[config.mk]
export PLATFORM = sky130hd
export DESIGN_NAME = regs_file
export DESIGN_NICKNAME = d
export VERILOG_FILES = /design/src/rtl/regs_file.sv
export SDC_FILE = /design/constraint.sdc
export NUM_CORES = 1
export LEC_CHECK = 0
export BUFFER_PORTS_ARGS = -buffer_cell sky130_fd_sc_hd__buf_4
export CORE_UTILIZATION = 38
export CTS_BUF_LIST = sky130_fd_sc_hd__clkbuf_4 sky130_fd_sc_hd__clkbuf_8
export DETAILED_ROUTE_END_ITERATION = 16
export PLACE_DENSITY_LB_ADDON = 0.05
export SETUP_SLACK_MARGIN = 0.02
export SLEW_MARGIN = 15
export SYNTH_ARGS = -nofsm -noshare
export SYNTH_HDL_FRONTEND = slang
export SYNTH_SLANG_ARGS = --single-unit
[constraint.sdc]
create_clock -name PHI0 -period 1.1 [get_ports PHI0]
set_input_delay 0.055 -clock PHI0 [delete_from_list [all_inputs] [get_ports PHI0]]
set_output_delay 0.055 -clock PHI0 [all_outputs]
set_load 0.005 [all_outputs]
[src/rtl/regs_file.sv]
// -----------------------------------------------------------------------------
// regs_file -- index registers X and Y plus the two-latch stack pointer S,
// all attached to the precharged SB bus, with S also able to drive ADL.
//
// The SB bus is resolved as a wired-AND. An undriven line floats high, so
// every enabled source can only pull bits low. The external sources arrive
// already combined on SB_in.
//
// The stack pointer is split into an input latch (s_in) and an output latch
// (s_out). s_out copies s_in at every edge. Every read of S uses s_out, so a
// write through SB_S becomes visible two edges later. S is stable once both
// latches agree.
//
// Ports
//   PHI0             core clock, rising-edge active
//   RES              synchronous active-high reset
//   X_SB/Y_SB/S_SB   drive X, Y or s_out onto SB this cycle
//   SB_X/SB_Y/SB_S   load resolved SB into X, Y or s_in at the edge
//   S_S              refresh s_in from s_out at the edge (SB_S wins)
//   S_ADL            drive s_out onto ADL this cycle
//   SB_in            external SB sources, 8'hFF when idle
//   SB_out, SB_drv   resolved SB value, internal-driver indicator
//   ADL_out, ADL_drv stack-pointer drive onto ADL
//   X_reg/Y_reg/S_reg observe X, Y and s_out
//   SB_CONFLICT      sticky: two or more internal SB drivers in one cycle
// -----------------------------------------------------------------------------
module regs_file #(
  parameter logic [7:0] S_INIT = 8'h00
) (
  input  logic       PHI0,
  input  logic       RES,
  input  logic       Y_SB,
  input  logic       X_SB,
  input  logic       S_SB,
  input  logic       SB_X,
  input  logic       SB_Y,
  input  logic       SB_S,
  input  logic       S_S,
  input  logic       S_ADL,
  input  logic [7:0] SB_in,
  output logic [7:0] SB_out,
  output logic       SB_drv,
  output logic [7:0] ADL_out,
  output logic       ADL_drv,
  output logic [7:0] X_reg,
  output logic [7:0] Y_reg,
  output logic [7:0] S_reg,
  output logic       SB_CONFLICT
);

  logic [7:0] x_q;
  logic [7:0] y_q;
  logic [7:0] s_in;
  logic [7:0] s_out;
  logic       conflict_q;

  // A disabled source leaves the precharged line high.
  function automatic logic [7:0] bus_term(input logic en, input logic [7:0] val);
    return en ? val : 8'hFF;
  endfunction

  function automatic logic multi_drive(input logic a, input logic b, input logic c);
    return (a & b) | (a & c) | (b & c);
  endfunction

  assign SB_out = SB_in & bus_term(X_SB, x_q) & bus_term(Y_SB, y_q)
                        & bus_term(S_SB, s_out);
  assign SB_drv  = X_SB | Y_SB | S_SB;
  assign ADL_out = bus_term(S_ADL, s_out);
  assign ADL_drv = S_ADL;

  assign X_reg       = x_q;
  assign Y_reg       = y_q;
  assign S_reg       = s_out;
  assign SB_CONFLICT = conflict_q;

  always_ff @(posedge PHI0) begin
    if (RES) begin
      x_q        <= 8'h00;
      y_q        <= 8'h00;
      s_in       <= S_INIT;
      s_out      <= S_INIT;
      conflict_q <= 1'b0;
    end else begin
      if (SB_X) x_q <= SB_out;
      if (SB_Y) y_q <= SB_out;
      if (SB_S)     s_in <= SB_out;
      else if (S_S) s_in <= s_out;
      // Old s_in moves forward. A write landing in s_in this edge appears
      // in s_out at the next edge.
      s_out <= s_in;
      if (multi_drive(X_SB, Y_SB, S_SB)) conflict_q <= 1'b1;
    end
  end

endmodule

==> impl_metrics.csv, run 1 <==
group,metric,value,unit
clock_network,numCtsBuffers,5,
job,max_cap_viol_count,0,
setup_path,crit_path_max_incr_delay,0.34,ns
finish,drive_above_1_share,67.1,%
drt,vias,1497,
floorplanning,rows,22,
clock_network,cts_tree,"yes",
floorplanning,pin_count,61,
global_route,grt_use_total,25.1,%
yosys,synth_top_cells_by_area,"dfxtp_1 (44%), nand2b_1 (17%), o2111ai_2 (7.9%)",
floorplanning,die_h,65.1,um
finish,finalNetCount,260,
yosys,syn-num-nets,172,
global_route,grt_first_pass_wirelength,7.78,mm
floorplanning,core,0.00374,mm^2
power_and_ir_drop,ir_worst_vdd,758,uV
clock_network,cts_root_buf,"clkbuf_8",
setup_path,cp-start-kind,"flop",
sta,finalCriticalPeriod,1.12,ns
power_and_ir_drop,p_leak,1.10,nW
power_and_ir_drop,p_per_area,1070,mW/mm^2
yosys,syn_avg_cell_area,9.81,um^2
setup_path,crit_type,"flop to output pin",
drt,drc_errors,0,
run_status,run_status,"complete, but fails checks",
global_route,grt-ovfl-total,0,
setup_path,reg2regPathDepth,4,
setup_path,crit_fanout,2,
yosys,ys_seq_elements,33,
floorplanning,die-area,0.00423,mm^2
sta,timing.hold.ws,0.120,ns
clock_network,cts.clk_slew.worst_paths,0.07,ns
sta,clock.fmax,0.895,GHz
setup_path,crit_required,1.04,ns
hold_path,holdCritPathClass,"input port to flop",
yosys,syn_area,0.00151,mm^2
global_route,grt_pass1_vias,1539,
yosys,synth_top_area_share,43.7,%
sta,hold_viol,0,
finish,seq_area,708,um^2
sta,drv_slew,0,
finish,diodes,0,
run_status,violations,"setup timing",
finish,syn2layout_area_growth,73.0,%
placement,dp.cells,253,
yosys,netlist_instances,154,
sta,skew,0.00319,ns
yosys,ys_warn_count,0,
sta,setup_violations,3,
sta,worst_slack,-0.0169,ns
sta,worst_pin_slew,0.415,ns
global_route,antenna_found_initial,0,
drt,routed_wl,4.84,mm
yosys,synth.yosys.seq_area_share,43.7,%
drt,drt_iter0_drc,48,
drt,firstDrtPassIters,4,
finish,final_cell_count_no_fill,291,
drt,viasPerCell,5.14,
global_route,grt_max_degree,31,
setup_path,slowest_stage,"dfxtp_2",
setup_path,crit_chain,"nand2b_4, o2111ai_4, inv_2, buf_6",
clock_network,clockBufferDepth,2,
placement,dp_hpwl,2.97,mm
clock_network,cts_max_level,2,
floorplanning,fp.dieW,65.1,um
drt,ant_nets,0,
placement,port-buffer-count,60,
setup_path,cp.arrival,1.06,ns
yosys,synth_cell_types,17,
clock_network,clock_latency,0.29,ns
finish,multi_input_comb_area,978,um^2
setup_path,worst_setup_path_end_kind,"output pin",
sta,rsz0062_at_grt,"yes",
placement,gp_congestion,0.794,
clock_network,tritoncts_num_sinks,33,
sta,min_period_over_period,102,%
finish,n_fill_cell,299,
sta,max_slew_margin,72.3,%
hold_path,worstHoldPathCells,3,
yosys,synth_top_cell_by_area,"dfxtp_1",
floorplanning,start_util,40.4,%
drt,wl_per_cell,16.6,um
-- report_power, final --
part / switching, W / internal (W) / leakage [nW] / total (W)
combinational: 0.000246 / 0.000262 / 0.763 / 0.000508
sequential: 0.0000303 / 0.00123 / 0.282 / 0.00126
clock: 0.000456 / 0.000565 / 0.0542 / 0.00102
-- layout make-up --
cell class / count / share of cell area (%)
timing repair buffer: 91 / 28.0
clock buffer: 7 / 3.68
tap: 48 / 2.30
inverter: 9 / 1.29
multi-input combinational: 102 / 37.4
sequential: 33 / 27.1
clock inverter: 1 / 0.191
-- metal layers --
metal / up-vias / wire, um / GRT usage, %
li1: 716 / - / -
met3: 8 / 221 / 5.99
met4: 0 / 76 / 10.9
met2: 52 / 2420 / 40.2
met5: - / 0 / 0
met1: 721 / 2130 / 32.0
-- repair_timing --
action	CTS	global route
setup buffers	26	2
setup endpoints to repair	8	13
hold buffers	2	0
endpoints found under the hold margin	2	0
pin swaps	8	5
resized for setup	58	19
-- final timing paths --
kind             from         to  slack (ns)
min              SB_Y   Y_reg[6]        0.12
min reg2reg   s_in[1]   S_reg[1]        0.45
max reg2reg  X_reg[4]    s_in[4]        0.04
max          X_reg[4]  SB_out[4]       -0.02
-- placed cells by master, fill, tap and decap left out, types with 2 or more instances in the layout --
cell type	n
buf_4	77
nand2b_1	26
dfxtp_2	17
nand2b_4	16
nor2b_1	16
o22ai_1	16
buf_6	12
dfxtp_1	9
inv_2	9
o2111ai_4	8
a211oi_1	8
a211oi_2	8
dfxtp_4	7
clkbuf_8	7
nor2_1	2
dlygate4sd3_1	2
-- Yosys cell counts --
library cell / count
buf_2: 4
o2111ai_2: 8
o22ai_1: 16
nor2_1: 2
clkbuf_2: 1
clkbuf_1: 2
or3_2: 1
maj3_1: 1
nand2b_1: 42
buf_6: 1
a211oi_2: 6
dfxtp_1: 33
inv_2: 1
a211oi_1: 10
nor2b_1: 16
inv_1: 8
buf_4: 2
-- critical path: cells and delay by family (launching register included) --
kind	cells	cell delay, ns
buf+inv	2	0.16
flops	1	0.34
simple gates	1	0.13
compound gates	1	0.14
-- through the flow --
step | instance area [um^2] | power (W) | utilization [%] | TNS (ns) | setup WS (ns)
detailed placement | 1970 | 0.00166 | 52.6 | 0 | 0.0579
finish | 2620 | 0.00279 | 69.9 | -0.0198 | -0.0169
CTS | 2520 | 0.00276 | 67.4 | -0.0176 | -0.00726
floorplan | 1510 | 0.00147 | - | 0 | 0.193
global placement | 1970 | 0.00165 | 52.6 | 0 | 0.116
global route | 2620 | 0.00289 | 69.9 | -0.330 | -0.0604
-- kinds of logic (layout without fill, tap and decap cells) --
family                   Yosys count  count (layout)  synth area share (%)
AO/OA/AOI/OAI                     40              40                  24.5
adder cells (fa/ha/maj)            1               1                 0.662
buffers and inverters             19             108                  6.13
flip-flops                        33              33                  43.7
AND/OR/NAND/NOR                   61              61                  25.0
Power figures use the tool's default switching activity.
==> run 2: changes to the inputs <==
--- a/config.mk
+++ b/config.mk
@@ -6,7 +6,7 @@
 export NUM_CORES = 1
 export LEC_CHECK = 0
 export BUFFER_PORTS_ARGS = -buffer_cell sky130_fd_sc_hd__buf_4
-export CORE_UTILIZATION = 38
+export CORE_UTILIZATION = 45
 export CTS_BUF_LIST = sky130_fd_sc_hd__clkbuf_4 sky130_fd_sc_hd__clkbuf_8
 export DETAILED_ROUTE_END_ITERATION = 16
 export PLACE_DENSITY_LB_ADDON = 0.05
==> constraint.sdc (replaced) <==
create_clock -name PHI0 -period 1.2 [get_ports PHI0]
set_input_delay 0.06 -clock PHI0 [delete_from_list [all_inputs] [get_ports PHI0]]
set_output_delay 0.06 -clock PHI0 [all_outputs]
set_load 0.005 [all_outputs]
==> run 2 against run 1 <==
Against the previous run: critical endpoint is now SB_out[1]; the flow still finishes with violations (setup timing); register-to-register slack improved by 0.03 ns; via count down 4.8%; sequential share of layout area grew 2.9 points; critical path depth did not move; largest cell class unchanged; setup slack improved by 0.0092 ns; clock-buffer cell count did not move.
==> impl_metrics.csv, run 2 (synthesis gave the netlist of run 1 again) <==
group,metric,value,unit
sta,worst_pin_slew,0.414,ns
drt,ant_nets,0,
clock_network,numCtsBuffers,5,
power_and_ir_drop,ir_worst_vdd,663,uV
setup_path,rr_startpoint,"X_reg[7]",
finish,final_cell_count_no_fill,272,
sta,drv_slew,0,
clock_network,tritoncts_num_sinks,33,
sta,min_period_over_period,101,%
finish,mostFrequentLayoutCells,"buf_4 (74), nand2b_1 (32), dfxtp_2 (18)",
placement,dp.cells,249,
clock_network,clock_latency,0.33,ns
drt,drc_errors,0,
setup_path,worst_setup_path_end_kind,"output pin",
setup_path,crit_family,"flip-flops",
sta,rsz0062_at_grt,"yes",
finish,finalNetCount,246,
power_and_ir_drop,p_per_area,957,mW/mm^2
setup_path,cp.depth,4,
clock_network,cts_max_level,2,
drt,viasPerCell,5.24,
setup_path,cp.arrival,1.15,ns
sta,skew,0.0105,ns
placement,dp_hpwl,2.73,mm
setup_path,crit_fanout,3,
clock_network,hold_buffers,0,
run_status,run_status,"complete, but fails checks",
global_route,grt_pass1_vias,1285,
setup_path,crit_start,"Y_reg[1]",
global_route,grt_max_degree,20,
placement,gp_congestion,0.782,
hold_path,holdCritPathClass,"input port to flop",
drt,wl_per_cell,14.9,um
setup_path,slowest_stage,"dfxtp_2",
sta,max_slew_margin,72.4,%
clock_network,cts.clk_slew.worst_paths,0.10,ns
global_route,grt-ovfl-total,0,
setup_path,crit_path_max_incr_delay,0.35,ns
sta,hold_viol,0,
setup_path,crit_chain,"nand2b_1, o2111ai_2, inv_1, buf_4",
job,max_cap_viol_count,0,
setup_path,rr_endpoint,"s_in[7]",
drt,drt_iter0_drc,79,
finish,mostFrequentLayoutCell,"buf_4",
power_and_ir_drop,p_leak,0.994,nW
setup_path,crit_type,"flop to output pin",
setup_path,crit_path_end,"SB_out[1]",
finish,diodes,0,
sta,timing.hold.ws,0.0331,ns
finish,syn2layout_area_growth,52.6,%
global_route,grt_use_total,24.2,%
sta,clock.fmax,0.828,GHz
sta,worst_slack,-0.00772,ns
finish,utilization,73.7,%
drt,firstDrtPassIters,4,
clock_network,cts_tree,"yes",
run_status,violations,"setup timing",
finish,drive_above_1_share,57.9,%
setup_path,crit_required,1.14,ns
floorplanning,die-area,0.00359,mm^2
floorplanning,die_h,60.0,um
sta,setup_violations,1,
floorplanning,start_util,48.3,%
clock_network,cts_root_buf,"clkbuf_4",
drt,routed_wl,4.06,mm
setup_path,r2r_slack,0.07,ns
clock_network,clockBufferDepth,2,
global_route,grt_first_pass_wirelength,6.24,mm
global_route,antenna_found_initial,0,
floorplanning,rows,20,
placement,port-buffer-count,60,
setup_path,cp-start-kind,"flop",
floorplanning,pin_count,61,
drt,vias,1425,
setup_path,reg2regPathDepth,5,
sta,finalCriticalPeriod,1.21,ns
setup_path,cp_num_buf_inv,2,
floorplanning,fp.dieW,60.0,um
floorplanning,core,0.00313,mm^2
## run 2: layer usage
metal  share of wire, %  wire length [um]  global-route usage (%)  vias up
met2                 45              1820                    37.1       64
li1                   -                 -                       -      690
met4               0.25                10                    5.98        0
met1                 47              1910                    33.5      669
met5                  0                 0                       0        -
met3                7.9               319                    6.71        2
## run 2: final cells by class
type	instances	area (um^2)
Clock buffer	7	58.8
Tap cell	44	55.1
Sequential cell	33	691
Fill cell	246	822
Multi-Input combinational cell	102	878
Timing Repair Buffer	77	589
Inverter	9	33.8
## run 2: how the worst min path moves through the flow
| stage | startpoint | cells past startpoint | end | slack (ns) |
|---|---|---|---|---|
| 6_report | RES | 2 | s_in[1] | 0.03 |
| 4_1_cts | RES | 2 | s_in[0] | 0.02 |
| 3_3_place_gp | S_ADL | 2 | ADL_drv | 0.37 |
| 5_1_grt | RES | 2 | s_in[0] | 0.02 |
| 3_5_place_dp | S_ADL | 2 | ADL_drv | 0.37 |
| 2_1_floorplan | S_ADL | 1 | ADL_out[0] | 0.17 |
## run 2: repair_timing
action | in CTS | in global routing
pin swaps | 8 | 4
gates cloned | 0 | 0
buffers inserted | 9 | 7
endpoints found under the setup margin | 8 | 8
resized for setup | 25 | 16
## run 2: power breakdown
part	leakage [nW]	internal [W]	switching (W)
registers	0.279	0.00113	0.0000276
clock network	0.0348	0.000299	0.000357
logic	0.680	0.000204	0.000189
total	0.994	0.00163	0.000573
## run 2: stage by stage
stage	instance area (um^2)	total power [W]	setup WS [ns]	setup TNS [ns]
global placement	1970	0.00151	0.242	0
global route	2310	0.00230	-0.0673	-0.206
floorplan	1510	0.00135	0.293	0
CTS	2210	0.00220	0.000672	0
detailed placement	1970	0.00151	0.204	0
finish	2310	0.00221	-0.00772	-0.00772
